**src/rtl/pw_pkg.sv**
```systemverilog
// pw_pkg: shared definitions for the password sequencer.
//   - 3-bit state encoding constants for the lock FSM
//   - constant helper functions used to size counters and indices
package pw_pkg;

  localparam logic [2:0] ST_IDLE    = 3'd0;
  localparam logic [2:0] ST_ENTRY   = 3'd1;
  localparam logic [2:0] ST_UNLOCK  = 3'd2;
  localparam logic [2:0] ST_ALARM   = 3'd3;
  localparam logic [2:0] ST_LOCKOUT = 3'd4;

  // Ceiling log2, with a floor of 1 so callers always get a usable width.
  function automatic int pw_clog2(input int v);
    int r;
    r = 0;
    for (int p = 1; p < v; p = p * 2) r++;
    return (r < 1) ? 1 : r;
  endfunction

  function automatic int pw_max(input int a, input int b);
    return (a > b) ? a : b;
  endfunction

endpackage

```
**src/rtl/pw_timer.sv**
```systemverilog
// pw_timer: loadable down-counter.
//   clk, rst  : clock and synchronous active-high reset
//   load      : load load_val this cycle (wins over counting)
//   load_val  : value to load
//   value     : current count; stops at zero
//   done      : terminal count reached (value == 0)
module pw_timer #(
  parameter int W = 6
) (
  input  logic         clk,
  input  logic         rst,
  input  logic         load,
  input  logic [W-1:0] load_val,
  output logic [W-1:0] value,
  output logic         done
);

  always_ff @(posedge clk) begin
    if (rst) begin
      value <= '0;
    end else if (load) begin
      value <= load_val;
    end else if (value != '0) begin
      value <= value - W'(1);
    end
  end

  assign done = (value == '0);

endmodule

```
**src/rtl/pw_seq_lock.sv**
```systemverilog
// pw_seq_lock: keypad code checker with timed unlock and lockout.
//   clk, rst     : clock and synchronous active-high reset
//   digit_valid  : one digit accepted per high cycle (IDLE/ENTRY only)
//   digit        : entered digit
//   code         : stored code, digit k at code[k*DIGIT_W +: DIGIT_W], digit 0 first
//   clear        : abort the entry in progress
//   unlock       : door open, held UNLOCK_CYCLES cycles
//   alarm        : 1-cycle pulse on a wrong code, held during lockout
//   locked_out   : lockout active
//   tries_left   : attempts remaining before lockout
//   busy         : entry in progress
//
// state      | meaning
// -----------+-----------------------------------------------
// ST_IDLE    | waiting for the first digit
// ST_ENTRY   | collecting digits, mismatch accumulated silently
// ST_UNLOCK  | correct code, door open for UNLOCK_CYCLES
// ST_ALARM   | wrong code, single-cycle alarm
// ST_LOCKOUT | MAX_TRIES consecutive failures, LOCKOUT_CYCLES
module pw_seq_lock
  import pw_pkg::*;
#(
  parameter int DIGIT_W        = 4,
  parameter int CODE_LEN       = 4,
  parameter int MAX_TRIES      = 3,
  parameter int UNLOCK_CYCLES  = 8,
  parameter int LOCKOUT_CYCLES = 16,
  parameter int ENTRY_TIMEOUT  = 32
) (
  input  logic                           clk,
  input  logic                           rst,
  input  logic                           digit_valid,
  input  logic [DIGIT_W-1:0]             digit,
  input  logic [CODE_LEN*DIGIT_W-1:0]    code,
  input  logic                           clear,
  output logic                           unlock,
  output logic                           alarm,
  output logic                           locked_out,
  output logic [$clog2(MAX_TRIES+1)-1:0] tries_left,
  output logic                           busy
);

  localparam int IDX_W = pw_clog2(CODE_LEN);
  localparam int TRY_W = $clog2(MAX_TRIES + 1);
  localparam int TMR_W = pw_clog2(pw_max(pw_max(UNLOCK_CYCLES, LOCKOUT_CYCLES), ENTRY_TIMEOUT) + 1);
  localparam bit TO_EN = (ENTRY_TIMEOUT > 0);

  // Timer loads are one less than the duration: the state is left in the
  // cycle where the counter reads zero.
  localparam logic [TMR_W-1:0] LD_UNLOCK = TMR_W'(UNLOCK_CYCLES - 1);
  localparam logic [TMR_W-1:0] LD_LOCK   = TMR_W'(LOCKOUT_CYCLES - 1);
  localparam logic [TMR_W-1:0] LD_ENTRY  = TMR_W'(TO_EN ? ENTRY_TIMEOUT - 1 : 0);
  localparam logic [TRY_W-1:0] TRIES_MAX = TRY_W'(MAX_TRIES);
  localparam logic [IDX_W-1:0] IDX_LAST  = IDX_W'(CODE_LEN - 1);

  logic [2:0]         state_q, state_d;
  logic [IDX_W-1:0]   digit_idx_q, digit_idx_d;
  logic               mismatch_q, mismatch_d;
  logic [TRY_W-1:0]   fail_cnt_q, fail_cnt_d;

  logic               tmr_load;
  logic [TMR_W-1:0]   tmr_val;
  logic [TMR_W-1:0]   tmr_value;
  logic               tmr_done;

  logic [DIGIT_W-1:0] code_dig [CODE_LEN];
  logic               digit_miss;
  logic               final_miss;
  logic               last_try;

  for (genvar k = 0; k < CODE_LEN; k++) begin : g_code
    assign code_dig[k] = code[k*DIGIT_W +: DIGIT_W];
  end

  // digit_idx is 0 in IDLE, so the same compare serves the first digit.
  assign digit_miss = (digit != code_dig[digit_idx_q]);
  assign final_miss = mismatch_q | digit_miss;
  assign last_try   = ((int'(fail_cnt_q) + 1) >= MAX_TRIES);

  pw_timer #(.W(TMR_W)) u_timer (
    .clk      (clk),
    .rst      (rst),
    .load     (tmr_load),
    .load_val (tmr_val),
    .value    (tmr_value),
    .done     (tmr_done)
  );

  always_comb begin
    state_d     = state_q;
    digit_idx_d = digit_idx_q;
    mismatch_d  = mismatch_q;
    fail_cnt_d  = fail_cnt_q;
    tmr_load    = 1'b0;
    tmr_val     = LD_ENTRY;

    case (state_q)
      ST_IDLE: begin
        if (digit_valid) begin
          state_d     = ST_ENTRY;
          digit_idx_d = IDX_W'(1);
          mismatch_d  = digit_miss;
          tmr_load    = 1'b1;
        end
      end

      ST_ENTRY: begin
        if (clear) begin
          state_d     = ST_IDLE;
          digit_idx_d = '0;
          mismatch_d  = 1'b0;
        end else if (digit_valid) begin
          if (digit_idx_q == IDX_LAST) begin
            digit_idx_d = '0;
            mismatch_d  = 1'b0;
            if (!final_miss) begin
              state_d    = ST_UNLOCK;
              fail_cnt_d = '0;
              tmr_load   = 1'b1;
              tmr_val    = LD_UNLOCK;
            end else if (last_try) begin
              state_d    = ST_LOCKOUT;
              fail_cnt_d = TRIES_MAX;
              tmr_load   = 1'b1;
              tmr_val    = LD_LOCK;
            end else begin
              state_d    = ST_ALARM;
              fail_cnt_d = fail_cnt_q + TRY_W'(1);
            end
          end else begin
            digit_idx_d = digit_idx_q + IDX_W'(1);
            mismatch_d  = final_miss;
            tmr_load    = 1'b1;
          end
        end else if (TO_EN && tmr_done) begin
          // Idle too long mid-entry: drop the attempt without charging it.
          state_d     = ST_IDLE;
          digit_idx_d = '0;
          mismatch_d  = 1'b0;
        end
      end

      ST_UNLOCK: begin
        if (tmr_done) state_d = ST_IDLE;
      end

      ST_ALARM: begin
        state_d = ST_IDLE;
      end

      ST_LOCKOUT: begin
        if (tmr_done) begin
          state_d    = ST_IDLE;
          fail_cnt_d = '0;
        end
      end

      default: begin
        state_d     = ST_IDLE;
        digit_idx_d = '0;
        mismatch_d  = 1'b0;
      end
    endcase
  end

  always_ff @(posedge clk) begin
    if (rst) begin
      state_q     <= ST_IDLE;
      digit_idx_q <= '0;
      mismatch_q  <= 1'b0;
      fail_cnt_q  <= '0;
    end else begin
      state_q     <= state_d;
      digit_idx_q <= digit_idx_d;
      mismatch_q  <= mismatch_d;
      fail_cnt_q  <= fail_cnt_d;
    end
  end

  assign unlock     = (state_q == ST_UNLOCK);
  assign alarm      = (state_q == ST_ALARM) || (state_q == ST_LOCKOUT);
  assign locked_out = (state_q == ST_LOCKOUT);
  assign busy       = (state_q == ST_ENTRY);
  assign tries_left = TRIES_MAX - fail_cnt_q;

endmodule

```
**config.mk**
```make
export PLATFORM = sky130hd
export DESIGN_NAME = pw_seq_lock
export DESIGN_NICKNAME = d
export VERILOG_FILES = /design/src/rtl/pw_pkg.sv /design/src/rtl/pw_timer.sv /design/src/rtl/pw_seq_lock.sv
export SDC_FILE = /design/constraint.sdc
export NUM_CORES = 1
export LEC_CHECK = 0
export BUFFER_PORTS_ARGS = -buffer_cell sky130_fd_sc_hd__clkbuf_2
export CORE_MARGIN = 1.5
export CORE_UTILIZATION = 28
export CTS_CLUSTER_DIAMETER = 30
export CTS_CLUSTER_SIZE = 10
export DETAILED_ROUTE_END_ITERATION = 16
export PLACE_DENSITY = 0.6
export RECOVER_POWER = 25
export REMOVE_ABC_BUFFERS = 1
export SLEW_MARGIN = 25
export SYNTH_ARGS = -nofsm -noshare
export SYNTH_HDL_FRONTEND = slang
export SYNTH_SLANG_ARGS = --single-unit
export TNS_END_PERCENT = 100
```
**constraint.sdc**
```tcl
create_clock -name clk -period 4.7 [get_ports clk]
set_clock_uncertainty 0.2 [all_clocks]
set_input_delay 0.235 -clock clk [delete_from_list [all_inputs] [get_ports clk]]
set_output_delay 0.235 -clock clk [all_outputs]
set_load 0.01 [all_outputs]
```
* Yosys cells after proc, flatten, opt, wreduce, memory -nomap -nowiden
Index checks and enable logic that the tools add are counted.
** Storage, ports and cells
- Register bits :: 14
- Input bits :: 24
- Output and inout bits :: 6
- Logic and storage cells :: 83
** Operators by class
- Add/subtract/negate cells :: 5
- $lt $le $gt $ge :: 2
- Equal/unequal tests :: 13
- Multiplexer cells :: 44
- Bitwise gates (word level) :: 3
- Reductions and logical operators :: 11
** Operator list (number)
- 2-to-1 mux 5 bit :: 6
- 2-to-1 mux 3 bit :: 7
- 2-to-1 mux 2 bit :: 10
- 2-to-1 mux 6 bit :: 2
- 2-to-1 mux 1 bit :: 11
- one-hot mux 3 bit (3 select lines) :: 1
- binary-select mux 4 bit (select 2 bit) :: 1
- 2-to-1 mux 4 bit :: 2
- != test 4 x 3 -> 1 bit (second input constant) :: 2
- equality test 3 x 2 -> 1 bit (second input constant) :: 2
- zero test 6 bit :: 1
- != test 2 bit (second input constant) :: 3
- one-hot mux 2 bit (3 select lines) :: 1
- nonzero test 6 bit :: 1
- subtractor 6 x 1 -> 6 bit (second input constant) :: 1
- AND reduction 5 bit :: 1
- adder 2 x 1 -> 2 bit (second input constant) :: 2
- != test 2 x 1 -> 1 bit (second input constant) :: 2
- != test 4 bit :: 1
- one-hot mux 2 bit (2 select lines) :: 1
- nonzero test 2 bit :: 2
- adder 2 x 1 -> 3 bit (second input constant) :: 1
- equality test 3 x 1 -> 1 bit (second input constant) :: 1
- equality test 3 bit (second input constant) :: 1
- 15 further kinds :: 15

* Logic depth before layout (Yosys ltp)
- Word-level depth :: 12
- Mapped depth :: 7
- Gate-level depth less buffers :: 7

* Hierarchy
A second synthesis with hierarchy kept.
** Second synthesis, totals
- Cells, all modules :: 129
- Area total of the unflattened synthesis :: 1114.8 um^2
** By module, submodules not included
- pw_seq_lock :: times used 1, cells an instance 83, area each 719.4 um^2, seq. area each 160.2 um^2
- pw_timer :: times used 1, cells an instance 46, area each 395.4 um^2, seq. area each 120.1 um^2

* Worst setup path after synthesis
Ideal clock, no wire load.
- Path type :: reg-to-reg
- Start :: register digit_idx_q[0]
- End :: register u_timer.value[4]
- Setup time :: 0.086 ns
- Arrival :: 1.758 ns
- Data required time :: 4.414 ns
- Setup slack :: 2.655 ns
- Cell stages (with the launch flop) :: 7
- Buffers on the path :: 1
- Period minus slack after synthesis :: 2.045 ns
- Cells stage by stage :: dfxtp_1 -> buf_6 -> mux4_1 -> xnor2_1 -> and4_2 -> nand3_2 -> a221oi_2
** Between the ends
- Longest elaborated chain between the ends :: 12
- Elaborated cells between the ends (all ways) :: 19
- Those cells by class :: 2 x eq/ne; 14 x mux; 2 x bitwise; 1 x reduce/logical
** RTL lines
- start, declared :: line pw_seq_lock.sv:57 : logic [IDX_W-1:0] digit_idx_q, digit_idx_d;
- start signal, assigned :: line pw_seq_lock.sv:174 : digit_idx_q <= digit_idx_d;
- inverter 2 -> 3 bit (not written as such) :: line pw_seq_lock.sv:76 : assign digit_miss = (digit != code_dig[digit_idx_q]);
- binary-select mux 4 bit (select 2 bit) :: line pw_seq_lock.sv:76
- 2-to-1 mux 4 bit (not written as such) (2 in a row) :: line pw_seq_lock.sv:76
- != test 4 bit :: line pw_seq_lock.sv:76
- OR 1 bit :: line pw_seq_lock.sv:77 : assign final_miss = mismatch_q | digit_miss;
- 2-to-1 mux 1 bit / 2-to-1 mux 5 bit (equally long branches) :: line pw_seq_lock.sv:116 : if (!final_miss) begin
- 2-to-1 mux 1 bit / 2-to-1 mux 5 bit (equally long branches) :: line pw_seq_lock.sv:113 : if (digit_idx_q == IDX_LAST) begin
- 2-to-1 mux 1 bit / 2-to-1 mux 5 bit (equally long branches) :: line pw_seq_lock.sv:112 : end else if (digit_valid) begin
- 2-to-1 mux 1 bit / 2-to-1 mux 5 bit (equally long branches) :: line pw_seq_lock.sv:108 : if (clear) begin
- one-hot mux 1 bit (2 select lines) / 2-to-1 mux 5 bit (equally long branches) :: line pw_seq_lock.sv:97 : case (state_q)
- 2-to-1 mux 6 bit / nonzero test 2 bit (equally long branches)
- end signal, assigned :: line pw_timer.sv:22 : value <= load_val;
- end signal, assigned :: line pw_timer.sv:24 : value <= value - W'(1);
- end, declared :: line pw_timer.sv:14 : output logic [W-1:0] value,
Several ways; a longest one is shown, not always the timed one. The select of a mux whose other input is x is not followed.
A chain may end at the register's enable or synchronous reset.

* Worst setup path after layout
- Start :: register digit_idx_q[0]
- End :: register u_timer.value[2]
The elaborated chain is that of the path after synthesis.

==> results.md <==
- Status: completed
- Root buffer selected by CTS: clkbuf_8
- Number of gates given a new drive strength after cts: 0
- Hold violation total from the final report: 0
- Initial core utilization: 29.76%
- Mean area per synthesized cell: 8.254 µm²
- Worst path required time: 4.69 ns
- Source-to-sink clock delay at the later pin of the worst-skew pair: 0.25 ns
- Largest area contributor in the netlist: dfxtp_1
- Delay of the slowest critical-path stage: 0.61 ns
- Final design utilization: 36.06%
- Non-Filler Cell Area, Final: 1340 µm²
- Final sum of negative setup slack: 0 ns
- Share of final-layout standard cells stronger than drive strength 1: 23.31%
- H-tree levels: 1
- Wire length per cell after detailed routing: 13.95 µm
- Fill cells: 403
- Worst-Margin Slew: 0.4695 ns
- Number of global-route vias before repair: 1115
- Clock sink count: 14
- Final non-filler cell total: 211
- Clock period minus worst slack: 2.397 ns
- Site Rows: 22
- Cell with the largest stage delay on the worst path: mux4_1
- Total I/O pin count: 30
- Cell area reported after detailed placement: 1289 µm²
- Area grow syn2layout: 21.15%
- Worst-case headroom to the max-slew limit: 68.46%
- Die area: 4336 µm²
- Largest net degree at the start of global routing: 16
- Core region area: 3716 µm²
- CP startpoint kind: flip-flop
- Max Cap Violations: 0
- Global-route wire length before repair: 5119 µm
- Worst setup slack for register-to-register paths: 2.30 ns
- Number of vias in the routed layout: 1107
- Number of pins with negative max-slew slack in the final report: 0
- Register clock-pin slew on the reported worst setup and hold paths: 0.06 ns
- Register area: 280.3 µm²
- Total congestion overflow: 0
- Cell class contributing the biggest share of worst-path delay: multiplexers
- Fmax achieved: 0.4171 GHz
- Final WL: 2944 µm
- Die W: 65.85 µm
- Hold-fix buffers at CTS: 0
- Total number of yosys warnings: 0
- Maximum count of clock buffers along a single path: 2
- Global-route usage over all layers: 15.10%
- RSZ-0062 raised after global routing: false
- Setup bufs post-CTS: 0
- Antenna violations before repair: 0
- Unique cell type count in the Yosys netlist: 48
- Maximum fanout encountered on the critical timing path: 7
- Path type of the worst min-delay path: in2reg
- Most used flip-flop cell after synthesis: dfxtp_1
- DR pass1 iterations: 4
- Final antenna diode count: 0
- Static leakage: 0.0005594 µW
- TritonCTS clock tree: yes
- Sequential area share after synthesis: 25.34%
- Share of synthesized flip-flops with an asynchronous set or reset: 0%
- Number of nets with antenna violations after routing: 0
- Cell-by-cell listing of the critical path: mux4_1 -> xnor2_1 -> nand4_1 -> nor2_2 -> o221a_1
- Number of storage elements in the synthesis netlist: 14
- Final weighted congestion in routability-driven placement: 0.8128
- Type of element capturing the critical path: flip-flop
- Portion of synthesized cell area occupied by the leading cell type: 25.34%
- Worst IR drop on VDD: 0.0001544 V
- CP Data Arrival Time: 2.39 ns
- Vias per cell: 5.246
- Worst path bufs/invs: 0
- EDFF count, synth: 0
- Dpl cells: 207
- Post-route DRC violation count: 0
- Synth top area cells: dfxtp_1 25%, mux4_1 7.1%, a211oi_1 4.8%
- Setup-violating endpoint count in the final report: 0
- Clock buffers created by TritonCTS: 3
- Classification of the worst setup path: reg2reg
- HPWL Detailed: 2301 µm
- Number of nets in the final layout: 190
- Iter 0 DRT Violations: 53
- Ratio of final minimum period to clock period: 51.01%
- Vertical extent of the die: 65.85 µm
- Area occupied by multi-input gates: 769.5 µm²
- Syn Std Cell Area: 1106 µm²
- Power density over the cells: 306.4 nW/µm²
- Number of standard cells after synthesis: 134
- Port buffer count: 29
[layout make-up]
class | count | area share (%)
inverters | 9 | 2.521
well taps | 48 | 4.482
flip-flops and latches | 14 | 20.91
repair buffers | 29 | 10.55
clock buffers | 4 | 4.108
multi-input cells | 107 | 57.42
[sequential cells by signal, summed over array words and instances (netlist names)]
| signal | flops |
|---|---|
| u_timer.value | 6 |
| state_q | 3 |
| digit_idx_q | 2 |
| fail_cnt_q | 2 |
| mismatch_q | 1 |
[cell usage in the layout, fill, tap and decap left out, types with 2 or more instances in the layout]
master / instances
a21oi_1: 9
nor4_1: 2
nand2b_1: 2
ha_1: 2
mux2i_1: 2
clkbuf_8: 4
o31ai_1: 2
nand2_1: 11
and2_0: 2
clkbuf_2: 26
nor3_1: 5
clkbuf_1: 3
mux4_1: 3
nor2b_1: 6
o311ai_0: 2
o21ai_0: 9
dfxtp_1: 14
nand3_1: 4
a211oi_1: 7
nor2_1: 7
inv_1: 9
xnor2_1: 5
[synthesized netlist by cell type, types with 2 or more instances]
library cell / count
mux2i_1: 2
nor3_1: 5
nor2_1: 7
xnor2_1: 5
o31ai_1: 2
nor2b_1: 6
dfxtp_1: 14
nand2b_1: 2
o21ai_0: 9
a21oi_1: 9
ha_1: 2
a211oi_1: 7
inv_1: 9
and2_1: 2
o311ai_0: 2
mux4_1: 3
nand2_1: 11
nor4_1: 2
clkbuf_1: 3
nand3_1: 4
[through the flow]
step	worst slack (ns)	hold slack (ns)	total power [µW]
2_1_floorplan	2.627	0.1012	248.5
3_3_place_gp	2.351	0.2921	288.4
3_5_place_dp	2.307	0.2958	290.0
4_1_cts	2.293	0.1512	409.3
5_1_grt	2.110	0.1671	437.5
6_report	2.303	0.1631	410.5
[logic make-up after synthesis]
kind of cell             count (synthesis)  synth area share [%]
XOR/XNOR                                 6                 4.751
multiplexers                             6                 10.97
flip-flops                              14                 25.34
buffers and inverters                   13                 5.090
AND/OR/NAND/NOR                         50                 24.66
AO/OA/AOI/OAI                           43                 26.92
adder cells (fa/ha/maj)                  2                 2.262
[power breakdown]
| part | internal (µW) | switching (µW) | total (µW) | leakage [µW] |
|---|---|---|---|---|
| combinational | 61.6 | 75.5 | 137 | 0.000415 |
| clock | 74.2 | 46.0 | 120 | 0.0000288 |
| sequential | 133 | 20.1 | 153 | 0.000115 |
[path summary, 6_finish.rpt]
kind,from,to,depth (start not counted)
setup / recovery,digit_idx_q[0],u_timer.value[2],5
hold / removal,rst,u_timer.value[4],2
setup reg to reg,digit_idx_q[0],u_timer.value[2],5
hold reg to reg,fail_cnt_q[0],fail_cnt_q[0],2
[metal layers]
metal / GRT usage, % / vias to the layer above / share of wire [%]
met2: 24.37 / 26 / 46
met3: 3.407 / 4 / 4.6
met4: 4.167 / 0 / 0.92
met5: 0 / - / 0
met1: 20.15 / 511 / 48
li1: - / 566 / -
Power figures use the tool's default switching activity.
